**src/rtl/psum_accumulator.sv**
```systemverilog
// Row accumulator for systolic-array partial sums: adds tile_count psum vectors per row
// with per-lane saturation and hands finished rows out through a single-entry output register.
module psum_accumulator #(
    parameter int ARRAY_SIZE = 8,
    parameter int PSUM_W     = 32,
    parameter int ACC_W      = 32
) (
    input  logic                        clk,
    input  logic                        rst,
    input  logic                        start,
    input  logic [7:0]                  tile_count,
    input  logic [7:0]                  row_count,
    input  logic                        is_signed,
    input  logic                        psum_valid,
    output logic                        psum_ready,
    input  logic [ARRAY_SIZE*PSUM_W-1:0] psums,
    output logic                        out_valid,
    input  logic                        out_ready,
    output logic [ARRAY_SIZE*ACC_W-1:0] out_data,
    output logic [ARRAY_SIZE-1:0]       out_sat,
    output logic                        busy
);

    localparam int EXT_W = ((ACC_W > PSUM_W) ? ACC_W : PSUM_W) + 2;

    typedef enum logic [1:0] {
        S_IDLE  = 2'd0,
        S_ACCUM = 2'd1,
        S_HOLD  = 2'd2
    } state_t;

    state_t                         state_q, state_d;
    logic [7:0]                     tile_q, tile_d;
    logic [7:0]                     rows_q, rows_d;
    logic                           signed_q, signed_d;
    logic [7:0]                     beat_q, beat_d;
    logic [7:0]                     row_idx_q, row_idx_d;
    logic [ARRAY_SIZE*ACC_W-1:0]    acc_q, acc_d;
    logic [ARRAY_SIZE-1:0]          sat_q, sat_d;
    logic                           out_valid_q, out_valid_d;
    logic [ARRAY_SIZE*ACC_W-1:0]    out_data_q, out_data_d;
    logic [ARRAY_SIZE-1:0]          out_sat_q, out_sat_d;
    logic                           psum_ready_q;
    logic                           busy_q;

    logic [ARRAY_SIZE*ACC_W-1:0]    sum_s;
    logic [ARRAY_SIZE-1:0]          lane_sat_s;
    logic                           consume_s;
    logic                           load_s;
    logic [ARRAY_SIZE*ACC_W-1:0]    load_data_s;
    logic [ARRAY_SIZE-1:0]          load_sat_s;
    logic [7:0]                     beat_next_s;

    // Saturating add; result is {clamped, value}. Operands widened so the raw sum never wraps.
    function automatic logic [ACC_W:0] sat_add(
        input logic [ACC_W-1:0]  acc,
        input logic [PSUM_W-1:0] p,
        input logic              sgn
    );
        logic signed [EXT_W-1:0] a_x;
        logic signed [EXT_W-1:0] p_x;
        logic signed [EXT_W-1:0] sum_v;
        logic signed [EXT_W-1:0] max_v;
        logic signed [EXT_W-1:0] min_v;
        a_x = {{(EXT_W-ACC_W){sgn & acc[ACC_W-1]}}, acc};
        p_x = {{(EXT_W-PSUM_W){sgn & p[PSUM_W-1]}}, p};
        sum_v = a_x + p_x;
        if (sgn) begin
            max_v = {{(EXT_W-ACC_W+1){1'b0}}, {(ACC_W-1){1'b1}}};
            min_v = {{(EXT_W-ACC_W+1){1'b1}}, {(ACC_W-1){1'b0}}};
        end else begin
            max_v = {{(EXT_W-ACC_W){1'b0}}, {ACC_W{1'b1}}};
            min_v = {EXT_W{1'b0}};
        end
        if (sum_v > max_v) begin
            sat_add = {1'b1, max_v[ACC_W-1:0]};
        end else if (sum_v < min_v) begin
            sat_add = {1'b1, min_v[ACC_W-1:0]};
        end else begin
            sat_add = {1'b0, sum_v[ACC_W-1:0]};
        end
    endfunction

    // Per-lane saturating sum of the accumulators and the incoming psum vector.
    always_comb begin
        sum_s      = '0;
        lane_sat_s = '0;
        for (int i = 0; i < ARRAY_SIZE; i++) begin
            {lane_sat_s[i], sum_s[i*ACC_W +: ACC_W]} =
                sat_add(acc_q[i*ACC_W +: ACC_W], psums[i*PSUM_W +: PSUM_W], signed_q);
        end
    end

    // Next-state, accumulator and output-register control.
    always_comb begin
        state_d     = state_q;
        tile_d      = tile_q;
        rows_d      = rows_q;
        signed_d    = signed_q;
        beat_d      = beat_q;
        row_idx_d   = row_idx_q;
        acc_d       = acc_q;
        sat_d       = sat_q;
        out_valid_d = out_valid_q;
        out_data_d  = out_data_q;
        out_sat_d   = out_sat_q;
        consume_s   = out_valid_q & out_ready;
        load_s      = 1'b0;
        load_data_s = acc_q;
        load_sat_s  = sat_q;
        beat_next_s = beat_q + 8'd1;

        case (state_q)
            S_IDLE: begin
                if (start) begin
                    state_d   = S_ACCUM;
                    tile_d    = (tile_count == 8'd0) ? 8'd1 : tile_count;
                    rows_d    = (row_count == 8'd0) ? 8'd1 : row_count;
                    signed_d  = is_signed;
                    beat_d    = 8'd0;
                    row_idx_d = 8'd0;
                    acc_d     = '0;
                    sat_d     = '0;
                end else begin
                    state_d = S_IDLE;
                end
            end
            S_ACCUM: begin
                if (psum_valid) begin
                    beat_d = beat_next_s;
                    if (beat_next_s == tile_q) begin
                        if (!out_valid_q || consume_s) begin
                            load_s      = 1'b1;
                            load_data_s = sum_s;
                            load_sat_s  = sat_q | lane_sat_s;
                        end else begin
                            state_d = S_HOLD;
                            acc_d   = sum_s;
                            sat_d   = sat_q | lane_sat_s;
                        end
                    end else begin
                        acc_d = sum_s;
                        sat_d = sat_q | lane_sat_s;
                    end
                end else begin
                    state_d = S_ACCUM;
                end
            end
            S_HOLD: begin
                if (consume_s) begin
                    load_s = 1'b1;
                end else begin
                    state_d = S_HOLD;
                end
            end
            default: begin
                state_d = S_IDLE;
            end
        endcase

        // A load refills the output register at the same edge it is drained, so out_valid stays high.
        if (load_s) begin
            out_data_d  = load_data_s;
            out_sat_d   = load_sat_s;
            out_valid_d = 1'b1;
            if (row_idx_q == rows_q - 8'd1) begin
                state_d = S_IDLE;
            end else begin
                state_d   = S_ACCUM;
                acc_d     = '0;
                sat_d     = '0;
                beat_d    = 8'd0;
                row_idx_d = row_idx_q + 8'd1;
            end
        end else if (consume_s) begin
            out_valid_d = 1'b0;
        end else begin
            out_valid_d = out_valid_q;
        end
    end

    // State and datapath registers with synchronous reset.
    always_ff @(posedge clk) begin
        if (rst) begin
            state_q      <= S_IDLE;
            tile_q       <= 8'd0;
            rows_q       <= 8'd0;
            signed_q     <= 1'b0;
            beat_q       <= 8'd0;
            row_idx_q    <= 8'd0;
            acc_q        <= '0;
            sat_q        <= '0;
            out_valid_q  <= 1'b0;
            out_data_q   <= '0;
            out_sat_q    <= '0;
            psum_ready_q <= 1'b0;
            busy_q       <= 1'b0;
        end else begin
            state_q      <= state_d;
            tile_q       <= tile_d;
            rows_q       <= rows_d;
            signed_q     <= signed_d;
            beat_q       <= beat_d;
            row_idx_q    <= row_idx_d;
            acc_q        <= acc_d;
            sat_q        <= sat_d;
            out_valid_q  <= out_valid_d;
            out_data_q   <= out_data_d;
            out_sat_q    <= out_sat_d;
            psum_ready_q <= (state_d == S_ACCUM);
            busy_q       <= (state_d != S_IDLE);
        end
    end

    assign psum_ready = psum_ready_q;
    assign busy       = busy_q;
    assign out_valid  = out_valid_q;
    assign out_data   = out_data_q;
    assign out_sat    = out_sat_q;

endmodule
```
**config.mk**
```make
export PLATFORM = sky130hd
export DESIGN_NAME = psum_accumulator
export DESIGN_NICKNAME = d
export VERILOG_FILES = /design/src/rtl/psum_accumulator.sv
export SDC_FILE = /design/constraint.sdc
export NUM_CORES = 2
export LEC_CHECK = 0
export ABC_AREA = 1
export BUFFER_PORTS_ARGS = -buffer_cell sky130_fd_sc_hd__clkbuf_2
export CAP_MARGIN = 30
export CORE_UTILIZATION = 40
export CTS_BUF_LIST = sky130_fd_sc_hd__clkbuf_4
export CTS_CLUSTER_SIZE = 16
export DETAILED_ROUTE_END_ITERATION = 10
export GPL_TIMING_DRIVEN = 0
export PLACE_DENSITY = 0.56
export SYNTH_ARGS = -nofsm -noshare
export SYNTH_HDL_FRONTEND = slang
export SYNTH_SLANG_ARGS = --single-unit
```
**constraint.sdc**
```tcl
create_clock -name clk -period 4.3 [get_ports clk]
set_input_delay 0.215 -clock clk [delete_from_list [all_inputs] [get_ports clk]]
set_output_delay 0.215 -clock clk [all_outputs]
set_load 0.1 [all_outputs]
```
==> impl_metrics.py <==
metrics = {
    "global_route": {
        "overflow": 0,
        "grt_max_degree": 26,
        "grt_pass1_vias": 53006,
        "grt_pass1_wl_um": 315400,
        "grtUsageTotal_pct": 33.84,
        "antenna_found_initial": 32,
    },
    "timing": {
        "rsz0062_at_grt": "true",
        "slew_violations": 0,
        "max_freq_mhz": 243.9,
        "tightest_slew_ps": 1027,
        "finalSetupTns_ps": 0,
        "finalSetupViolCount": 0,
        "layout_min_cycle_time_ps": 4101,
        "slew_headroom_pct": 31.51,
        "fin_skew_ps": 79.22,
        "fin_crit_sh_pct": 95.36,
        "holdWs_ps": 188.6,
        "hold_viol_final": 0,
    },
    "place": {
        "io_buffers": 544,
        "place_congestion": 1.009,
        "dpl.hpwl_um": 168300,
    },
    "logic_synthesis": {
        "synth.net_count": 8841,
        "ys_seq_area_share_pct": 23.95,
        "synth_warnings": 0,
        "synth-seq-cells": 566,
        "synth_area_um2": 47320,
        "synthArstFlopShare_pct": 0,
        "avgSynthCellArea_um2": 5.735,
        "synth_cell_types": 48,
        "synth_edf_count": 0,
        "synth_flop_cell": "dfxtp_1",
        "syn_inst": 8251,
    },
    "run_status": {
        "outcome": "complete, no violations",
    },
    "cts": {
        "cts.path.max_buffers": 3,
        "clkTransAtPathRegs_ps": 60,
        "cts_buffers": 165,
        "cts_tree": "done",
        "clock_latency_ps": 1150,
        "cts_sinks": 566,
        "htree_levels": 4,
        "root_buffer": "clkbuf_4",
    },
    "routing": {
        "wl_per_cell_um": 19.09,
        "drt_wl_total_um": 209800,
        "drt_iter0_markers": 4824,
        "ant_nets": 0,
        "viasPerCell": 5.253,
        "drc": 0,
        "num_vias": 57743,
        "firstDrtPassIters": 6,
    },
    "power": {
        "power_mw": 17.33,
        "power_density_nw_per_um2": 298.1,
        "ir_drop_uv": 271.8,
        "leakagePower_nw": 30.08,
    },
    "setup_path": {
        "cp_slowest_stage_delay_ps": 490,
        "rrSetupSlack_ps": 200,
        "worstSetupPathType": "register to register",
        "path_max_fanout": 11,
        "critPathRequiredTime_ps": 5270,
        "cpMostUsedCell": "inv_1",
        "start_kind": "register",
        "cp_slowest_cell": "dfxtp_4",
        "path_cells": "buf_16, clkbuf_4, clkbuf_4, buf_8, nand2_1, inv_1, ha_1, inv_1, o311ai_1, xor2_1, inv_1, ha_1, o211ai_1, o21ai_4, inv_4, clkbuf_2, nand2_1, a22oi_1, nor2_1",
        "arrival_ps": 5070,
        "cp-end-kind": "register",
    },
    "die": {
        "fp-row-count": 125,
        "die-width_um": 345.9,
        "core_um2": 116700,
        "ios": 545,
        "start_util_pct": 40.56,
        "fp.dieH_um": 345.9,
        "die_area_um2": 119700,
    },
    "worst_hold_path": {
        "hold_class": "primary input to register",
    },
    "cells_and_area": {
        "layout_commonest_cell": "nand2_1",
        "post-route-util_pct": 49.82,
        "final_cell_mix": "2661 x nand2_1, 1032 x a21oi_1, 963 x nor2_1",
        "drive_above_1_share_pct": 11.32,
        "syn_to_final_growth_pct": 22.85,
        "nets": 9927,
    },
    "job": {
        "cap_viol_max_count": 0,
    },
}
-- worst max-delay path, delay by kind of cell, from the launching register on --
kind,cells,cell delay [ps]
fa+ha+maj,2,530
simple gates,3,280
buf+inv,9,1520
compound gates,4,830
flops,1,490
xor+xnor,1,280
-- report_power, final --
part,total [mW],switching (mW),internal (mW)
Combinational,6.51,4.37,2.14
Sequential,5.69,0.256,5.44
Clock,5.13,2.60,2.53
Total,17.3,7.22,10.1
-- layout make-up --
type	instances	area (um2)
Clock buffer	235	1764
Sequential cell	566	11340
Tap cell	1524	1907
Buffer	344	1745
Fill cell	12837	58540
Multi-Input combinational cell	6458	31230
Timing Repair Buffer	919	6530
Antenna cell	16	40.04
Clock inverter	48	249.0
Inverter	883	3328
-- layer usage --
layer  vias up  track usage, %  wire length, um
met5         -               0              237
met4        38           12.91             8320
met3       374           6.505            16710
met2      2001           51.34            88640
met1     26419           47.03            95900
li1      28911               -                -
-- state kept, by name, indices dropped and copies added, names as in the netlist, 2 cells and up --
| register | flops |
|---|---|
| acc_q | 256 |
| out_data | 256 |
| beat_q | 8 |
| out_sat | 8 |
| row_idx_q | 8 |
| rows_q | 8 |
| sat_q | 8 |
| tile_q | 8 |
| state_q | 2 |
-- path summary, 6_finish.rpt --
check,from,end,cells after the start
hold / removal,psum_valid,beat_q[7]$_SDFF_PP0_,5
setup reg to reg,signed_q$_SDFFE_PP0P_,sat_q[7]$_SDFF_PP0_,19
hold reg to reg,rows_q[1]$_SDFFE_PP0P_,rows_q[1]$_SDFFE_PP0P_,2
setup / recovery,signed_q$_SDFFE_PP0P_,sat_q[7]$_SDFF_PP0_,19
-- cell families (layout without fill, tap and decap cells) --
kind of cell,Yosys count,in the layout,synth area share [%]
compound gates,1757,1757,18.99
simple gates,4298,4298,36.51
flops,566,566,23.95
xor+xnor,91,91,1.700
fa+ha+maj,312,312,8.377
buf+inv,1227,2429,10.47
other cells,0,16,0
-- metrics by stage --
step | instance area, um2 | cells | setup WS (ps)
floorplan | 47320 | 8251 | 660.8
detailed placement | 52110 | 10330 | -1677
CTS | 57850 | 10974 | 1.203
finish | 58130 | 10993 | 199.3
global route | 58110 | 10984 | -23.32
global placement | 51950 | 10319 | -2425
-- synthesized netlist by cell type (70+ instances only) --
| library cell | number | share of area, % |
|---|---|---|
| nand2_1 | 2678 | 21 |
| a21oi_1 | 1032 | 11 |
| nor2_1 | 965 | 7.7 |
| inv_1 | 875 | 6.9 |
| dfxtp_1 | 566 | 24 |
| nand3_1 | 419 | 4.4 |
| o21ai_0 | 412 | 4.4 |
| ha_1 | 304 | 8.0 |
| o21ai_1 | 236 | 2.5 |
| clkbuf_1 | 204 | 1.6 |
| buf_2 | 89 | 0.94 |
| nand4_1 | 70 | 0.93 |
-- timing repair --
action	4_1_cts	5_1_grt
gates resized for setup	48	99
pin swaps	0	3
buffers inserted	0	1
endpoints found under the setup margin	528	440
hold endpoints to repair	561	0
hold buffers	361	0
gates cloned	0	1
Power figures use the tool's default switching activity.
